File: src/rtl/systolic_result_drain.sv
// systolic_result_drain
//
// Walks the systolic array's row/column selects over every PE in row-major
// order once a matrix product is complete. Each selected result is
// registered and presented as one word of a val/rdy stream.
//
// Ports:
//   clk, rst                 clock, asynchronous active-low reset
//   start_val / start_rdy    drain request handshake (rdy only while idle)
//   out_rsel / out_csel      row/column select driven into the array
//   b_s_out                  selected PE result (combinational from selects)
//   send_msg / send_val /
//   send_rdy / send_last     result stream; last flags element (size-1,size-1)
//   busy                     drain in progress
//   done                     one-cycle pulse after the final word is taken
//
// state | meaning
// ------+-----------------------------------------------------------
// IDLE  | waiting for start_val; start_rdy high
// LOAD  | selects settling; b_s_out captured into send_msg at the edge
// SEND  | send_val high; word held until send_rdy
// DONE  | one-cycle done pulse, then back to IDLE

module systolic_result_drain #(
  parameter int size  = 16,
  parameter int nbits = 16
) (
  input  logic                    clk,
  input  logic                    rst,
  input  logic                    start_val,
  output logic                    start_rdy,
  output logic [$clog2(size)-1:0] out_rsel,
  output logic [$clog2(size)-1:0] out_csel,
  input  logic [nbits-1:0]        b_s_out,
  output logic [nbits-1:0]        send_msg,
  output logic                    send_val,
  input  logic                    send_rdy,
  output logic                    send_last,
  output logic                    busy,
  output logic                    done
);

  localparam int CW = $clog2(size);
  // Counters wrap at this value rather than at 2^CW so that sizes which are
  // not a power of two never select a nonexistent row or column.
  localparam logic [CW-1:0] LAST_IDX = CW'(size - 1);

  localparam logic [1:0] IDLE = 2'd0;
  localparam logic [1:0] LOAD = 2'd1;
  localparam logic [1:0] SEND = 2'd2;
  localparam logic [1:0] DONE = 2'd3;

  logic [1:0]    state;
  logic [CW-1:0] row;
  logic [CW-1:0] col;

  assign out_rsel  = row;
  assign out_csel  = col;
  assign start_rdy = (state == IDLE);
  assign busy      = (state == LOAD) || (state == SEND);
  assign send_val  = (state == SEND);
  assign done      = (state == DONE);

  always_ff @(posedge clk or negedge rst) begin
    if (!rst) begin
      state     <= IDLE;
      row       <= '0;
      col       <= '0;
      send_msg  <= '0;
      send_last <= 1'b0;
    end else begin
      case (state)
        IDLE: begin
          if (start_val) begin
            row   <= '0;
            col   <= '0;
            state <= LOAD;
          end
        end
        LOAD: begin
          send_msg  <= b_s_out;
          send_last <= (row == LAST_IDX) && (col == LAST_IDX);
          state     <= SEND;
        end
        SEND: begin
          if (send_rdy) begin
            if (send_last) begin
              // Clear so the flag does not linger outside the final word.
              send_last <= 1'b0;
              state     <= DONE;
            end else begin
              if (col == LAST_IDX) begin
                col <= '0;
                row <= row + CW'(1);
              end else begin
                col <= col + CW'(1);
              end
              state <= LOAD;
            end
          end
        end
        DONE: state <= IDLE;
        default: state <= IDLE;
      endcase
    end
  end

endmodule

File: config.mk
export PLATFORM = sky130hd
export DESIGN_NAME = systolic_result_drain
export DESIGN_NICKNAME = d
export VERILOG_FILES = /design/src/rtl/systolic_result_drain.sv
export SDC_FILE = /design/constraint.sdc
export NUM_CORES = 1
export LEC_CHECK = 0
export CAP_MARGIN = 10
export CORE_MARGIN = 4
export CORE_UTILIZATION = 46
export DETAILED_ROUTE_END_ITERATION = 8
export PLACE_DENSITY_LB_ADDON = 0.05
export SLEW_MARGIN = 0
export SYNTH_ARGS = -nofsm -noshare
export SYNTH_HDL_FRONTEND = slang
export SYNTH_SLANG_ARGS = --single-unit
File: constraint.sdc
create_clock -name clk -period 3.5 [get_ports clk]
set_input_delay 0.7 -clock clk [delete_from_list [all_inputs] [get_ports clk]]
set_output_delay 0.7 -clock clk [all_outputs]
set_load 0.005 [all_outputs]
==> impl_results.md, run 1 <==
- Status: complete, no violations
- Placed insts: about 180
- Initial antenna violation count: 0
- Crit path cell chain: inv_1 -> ha_1 -> clkdlybuf4s50_1
- Mapped cell area: roughly 1300 um^2
- Cts repair resizes: 0
- Avg WL per Cell: between 10 and 15 um
- Period utilization: between 70% and 80%
- Final hold vios: 0
- Relative max-transition margin: 51.18%
- Residual DRC: 0
- Seq. cell area: a little under 700 um^2
- Synth cell types: 33
- ANT cells: 0
- Crit Reg-Reg Startpoint: state[0]
- Total number of vias: just under 1k
- Starting Density: approximately half
- Final #Nets: ~180
- Vias in the first global route: between 900 and 1k
- Crit path buf inv count: 2
- Total power: between 0.001 and 0.0015 W
- Critical Path Max Stage Delay: just over 0.6 ns
- Worst min path class: flop to flop
- Post-CTS setup buffers: 0
- CTS sink count: 27
- Die Height: slightly above 60 um
- Share of the synthesized area in the top cell type: between 50 and 60%
- CTS H-tree lvls: 1
- Most common cell after layout, fill and taps aside: clkdlybuf4s50_1
- Hold_buf cts: 0
- Clk_skew: 0.007535 ns
- Worst-path clk slew: 0.15 ns
- Required @ worst endpoint: 2.80 ns
- Minimum clock period: approximately 2.7 ns
- Kind of end point of the critical path: output pin
- Power Internal: between 0.0009 and 0.001 W
- Root buffer cell: clkbuf_4
- Crit-path max FO: 16
- Row count: 18
- Vias per cell: about 5.3
- Max stage delay cell, worst path: clkdlybuf4s50_1
- Multi-input gate area: just under 600 um^2
- Final core occ: between 70% and 80%
- Net switching power: roughly 0.00049 W
- Die Wd: 60.98 um
- Max Cap Violations: 0
- Yosys Warn Count: 0
- Family with the most delay on the worst path: buffers and inverters
- First-pass GRT wire length: 4.105 mm
- Worst vdd ir: ~0.00056 V
- Crit. Startpoint: state[0]
- Worst-margin pin slew: 0.7324 ns
- Clock power frac: 9.1%
- CTS tree: yes
- Routability cong.: 0.7192
- Final Routed Wirelength: about 2.7 mm
- CP Class: flop to output pin
- Layout cells sized above 1: between 15 and 20%
- Syn Inst Count: approximately 110
- Max Clk Rate: approximately 370 MHz
- Port Buf Inserts: 48
- Worst path arrival time: 2.02 ns
- Leak pwr: between 0.7 and 0.8 nW
- Syn nets: between 100 and 150
- All-Layer GR Usage: 15.33%
- Most frequent cells in the layout: 48 x clkdlybuf4s50_1, 27 x dfrtp_1, 16 x mux2_2, 12 x nand2_1, 7 x ha_1
- CTS max path bufs: 2
- Area Growth Syn to Fin: 41.18%
- Grt total ovfl: 0
- Core area: 2567 um^2
- Power Dens Cells: between 800 and 900 nW/um^2
- Die ar.: approximately 3700 um^2
- Mapped Avg Cell Area: ~12 um^2
- Post-synthesis sequential area ratio: a little over half
- Seq pwr share: approximately 38%
- Final cell count without fillers: approximately 190
- HP Start: send_msg[2]
- Number of max-slew violations in the final report: 0
- Final setup viols: 0
- Pin count of the biggest net entering global routing: 28
- Worst setup SP type: flop
- Fill cells: between 200 and 250
- DR pass1 iterations: 3
- Hpwl dp: roughly 2.1 mm
- DRT iter0 DRCs: 26
- Sw frac: roughly a third
- Logic gate share of total power: a little over half
- Post-synthesis register bit count: 27
- Setup TNS: 0 ns
- Total CTS buffers: 3
- Hold WS: 0.5229 ns
- Ports: slightly below 50
- RSZ-0062 raised after global routing: no
- Dominant cells by area after synthesis: dfrtp_1 52%, mux2_2 14%, ha_1 6.8%, nand2_1 3.5%, a21oi_1 1.6%
- Synth area leader: dfrtp_1
- Clk_lat worst skew: ~0.32 ns
- Routed Antenna Nets: 0
worst register-to-register path, cell delays in order (launching register included):
cell      delay, ns
dfrtp_1        0.45
inv_1          0.13
ha_1           0.51
nor2_1         0.08
a2111o_1       0.48
or3_1          0.38
o311ai_1       0.07
cells by family after synthesis:
group                      after synthesis  synth area share, %
buffers and inverters                    9                2.810
adders and majority gates                7                6.783
DFF                                     27                52.33
AOI/OAI and AO/OA                       18                11.24
and+or+nand+nor                         28                11.34
muxes                                   18                15.50
sequential cells by signal, indices dropped and copies added (netlist names):
register and flops:
send_last 1, send_msg 16, state 2, out_rsel 4, out_csel 4
stage by stage:
step | setup WS [ns] | cell area, um^2
detailed placement | 1.115 | 1795
CTS | 0.7728 | 1823
floorplan | 1.676 | 1291
global route | 0.6631 | 1823
finish | 0.7843 | 1823
global placement | 1.165 | 1795
cell usage after synthesis (all sizes together):
| library cell | number |
|---|---|
| a2111o | 1 |
| o21ai | 2 |
| a21oi | 4 |
| a21o | 3 |
| clkbuf | 2 |
| o32a | 1 |
| or3 | 1 |
| dfrtp | 27 |
| nand3 | 3 |
| nand4 | 1 |
| ha | 7 |
| o41ai | 2 |
| nand3b | 1 |
| and2 | 1 |
| nor2b | 2 |
| and3 | 1 |
| a22o | 1 |
| inv | 4 |
| o221ai | 2 |
| nor4 | 2 |
| or4 | 1 |
| a22oi | 1 |
| buf | 3 |
| o311ai | 1 |
| nor2 | 2 |
| nand2 | 12 |
| nand2b | 1 |
| mux2 | 16 |
| mux2i | 2 |
cell type report:
| type | count | share of cell area (%) |
|---|---|---|
| Timing Repair Buffer | 49 | 26.77 |
| Sequential cell | 27 | 37.06 |
| Clock inverter | 1 | 0.2745 |
| Clock buffer | 3 | 1.235 |
| Multi-Input combinational cell | 71 | 31.78 |
| Tap cell | 30 | 2.059 |
| Inverter | 4 | 0.8236 |
power groups by stage:
stage | logic [W] | registers [W] | clock network (W)
2_1_floorplan | 0.000386 | 0.000561 | 0
3_3_place_gp | 0.000778 | 0.000551 | 0
3_5_place_dp | 0.000798 | 0.000562 | 0
4_1_cts | 0.000801 | 0.000554 | 0.000143
5_1_grt | 0.000857 | 0.000578 | 0.000153
6_report | 0.000786 | 0.000552 | 0.000134
final timing paths:
| check | endpoint | slack, ns | cells after the start |
|---|---|---|---|
| min in group asynchronous | send_msg[11] | 0.73 | 2 |
| setup / recovery | send_val | 0.78 | 3 |
| hold / removal | send_msg[2] | 0.52 | 1 |
| max in group asynchronous | out_rsel[0] | 2.52 | 2 |
| hold reg to reg | send_msg[2] | 0.52 | 1 |
| setup reg to reg | out_csel[2] | 1.31 | 6 |
routing by layer:
metal | GRT usage, % | wire [um] | vias to the layer above
li1 | - | - | 483
met1 | 19.49 | 1171 | 463
met2 | 24.89 | 1238 | 35
met3 | 3.191 | 254 | 4
met4 | 7.430 | 45 | 0
met5 | 0 | 0 | -
(Power assumes the default switching activity.)
==> run 2, diff against run 1 <==
--- a/config.mk
+++ b/config.mk
@@ -7,7 +7,7 @@
 export LEC_CHECK = 0
 export CAP_MARGIN = 10
 export CORE_MARGIN = 4
-export CORE_UTILIZATION = 46
+export CORE_UTILIZATION = 39
 export DETAILED_ROUTE_END_ITERATION = 8
 export PLACE_DENSITY_LB_ADDON = 0.05
 export SLEW_MARGIN = 0
==> constraint.sdc (replaced) <==
create_clock -name clk -period 2.4 [get_ports clk]
set_input_delay 0.48 -clock clk [delete_from_list [all_inputs] [get_ports clk]]
set_output_delay 0.48 -clock clk [all_outputs]
set_load 0.005 [all_outputs]
==> impl_results.md, run 2 (synthesis gave the netlist of run 1 again) <==
- Sw frac: between 30% and 40%
- Clock power frac: between 9 and 10%
- Worst min path class: primary input to async pin
- Hold_buf cts: 0
- Clk_skew: roughly 0.012 ns
- DR pass1 iterations: 4
- Hpwl dp: ~2.1 mm
- Area Growth Syn to Fin: 43.90%
- Most common cell after layout, fill and taps aside: clkdlybuf4s50_1
- Total CTS buffers: 3
- Layout cells sized above 1: roughly 18%
- Die Height: ~66 um
- Worst-path clk slew: 0.15 ns
- CTS H-tree lvls: 1
- Clk_lat worst skew: ~0.32 ns
- R2R Path End: out_csel[2]
- Starting Density: between 40% and 50%
- ANT cells: 0
- Kind of end point of the critical path: output pin
- Crit-path max FO: 7
- Max Clk Rate: 444.9 MHz
- Vias per cell: around 5
- CTS tree: yes
- CTS max path bufs: 2
- Core area: approximately 3100 um^2
- Total number of vias: between 1k and 1.5k
- Crit path buf inv count: 2
- Avg WL per Cell: 13.67 um
- Critical Path Max Stage Delay: ~0.56 ns
- Vias in the first global route: between 1k and 1.5k
- Logic gate share of total power: a little over half
- R2R cell count: 6
- Die Wd: ~66 um
- Minimum clock period: between 2 and 2.5 ns
- Crit Reg-Reg Startpoint: state[0]
- Row count: 20
- Setup TNS: 0 ns
- DRT iter0 DRCs: 24
- Net switching power: just over 0.0007 W
- Worst vdd ir: roughly 0.00060 V
- Grt total ovfl: 0
- Final #Nets: about 190
- All-Layer GR Usage: 13.72%
- Most frequent cells in the layout: 48 x clkdlybuf4s50_1, 27 x dfrtp_1, 16 x mux2_2, 12 x nand2_1, 7 x ha_1
- RSZ-0062 raised after global routing: no
- Power Dens Cells: 1167 nW/um^2
- CP Class: flop to output pin
- Die ar.: between 4000 and 5000 um^2
- Status: complete, no violations
- Final hold vios: 0
- Pin count of the biggest net entering global routing: 28
- Relative max-transition margin: about three quarters
- Routed Antenna Nets: 0
- Ports: 49
- Largest Register: send_msg
- Seq pwr share: roughly 37%
- Max FFs per register: 16
- Final Routed Wirelength: approximately 2.7 mm
- Cell Area, Placed: 1828 um^2
- Cell area after layout: around 1900 um^2
- Max Cap Violations: 0
- Period utilization: between 90 and 100%
- Cts repair resizes: 0
- Post-CTS setup buffers: 0
- Number of max-slew violations in the final report: 0
- Final setup viols: 0
- CTS sink count: 27
- Required @ worst endpoint: roughly 1.9 ns
- First-pass GRT wire length: around 4.7 mm
- Residual DRC: 0
- Initial antenna violation count: 0
- Leak pwr: just under 0.8 nW
- Power Internal: approximately 0.0014 W
- Routability cong.: between 0.8 and 0.9
- Worst-margin pin slew: 0.3454 ns
- Total power: between 0.002 and 0.0025 W
- Worst setup SP type: flop
- Max stage delay cell, worst path: clkdlybuf4s50_1
- Crit path cell chain: inv_1 -> ha_1 -> clkdlybuf4s50_1
- Reg2reg setup slack: 0.42 ns
- Family with the most delay on the worst path: buffers and inverters
- Worst path arrival time: around 1.8 ns
- Root buffer cell: clkbuf_4
- Port Buf Inserts: 48
==> run 2: cell types whose count changed in the layout (fill, tap and decap cells not counted), sizes merged <==
cell	before	now
buf	1	3
clkinv	1	0
clkinvlp	0	1
==> run 2: cell type report <==
cell class | instances | area (um^2)
inverter | 4 | 15.01
tap | 44 | 55.05
clock inverter | 1 | 7.507
clock buffer | 3 | 22.52
sequential | 27 | 675.6
fill | 285 | 1245
timing repair buffer | 51 | 503.0
multi-input combinational | 71 | 579.3
==> run 2: layer usage <==
layer | GRT usage (%) | wire [um] | vias up
li1 | - | - | 484
met1 | 18.00 | 1300 | 488
met2 | 22.25 | 1277 | 28
met3 | 3.248 | 155 | 2
met5 | 0 | 0 | -
met4 | 4.404 | 15 | 0
==> run 2: how the worst max path moves through the flow <==
stage	slack, ns	depth (start not counted)	to	startpoint
after detailed placement	0.23	5	out_csel[2]	send_rdy
after floorplan	0.58	7	out_csel[2]	state[0]
after CTS	0.12	3	send_val	state[0]
after global routing	0.04	3	send_val	state[0]
final	0.15	3	send_val	state[0]
after global placement	0.28	5	out_csel[2]	send_rdy
==> run 2: power by group through the flow <==
stage,registers (W),logic [W],clock network (W)
after floorplan,0.000818,0.000563,0
after global placement,0.000807,0.00116,0
after detailed placement,0.000818,0.00118,0
after CTS,0.000807,0.00118,0.000208
after global routing,0.000838,0.00127,0.000237
final,0.000807,0.00116,0.000198
==> run 2: stage by stage <==
stage | instances | hold WS, ns | setup slack, ns | util [%]
2_1_floorplan | 107 | 0.1844 | 0.5755 | -
3_3_place_gp | 197 | 0.4885 | 0.2764 | 58.91
3_5_place_dp | 197 | 0.4945 | 0.2300 | 58.91
4_1_cts | 201 | 0.5262 | 0.1245 | 59.88
5_1_grt | 201 | 0.5277 | 0.03629 | 59.88
6_report | 201 | 0.5178 | 0.1522 | 59.88
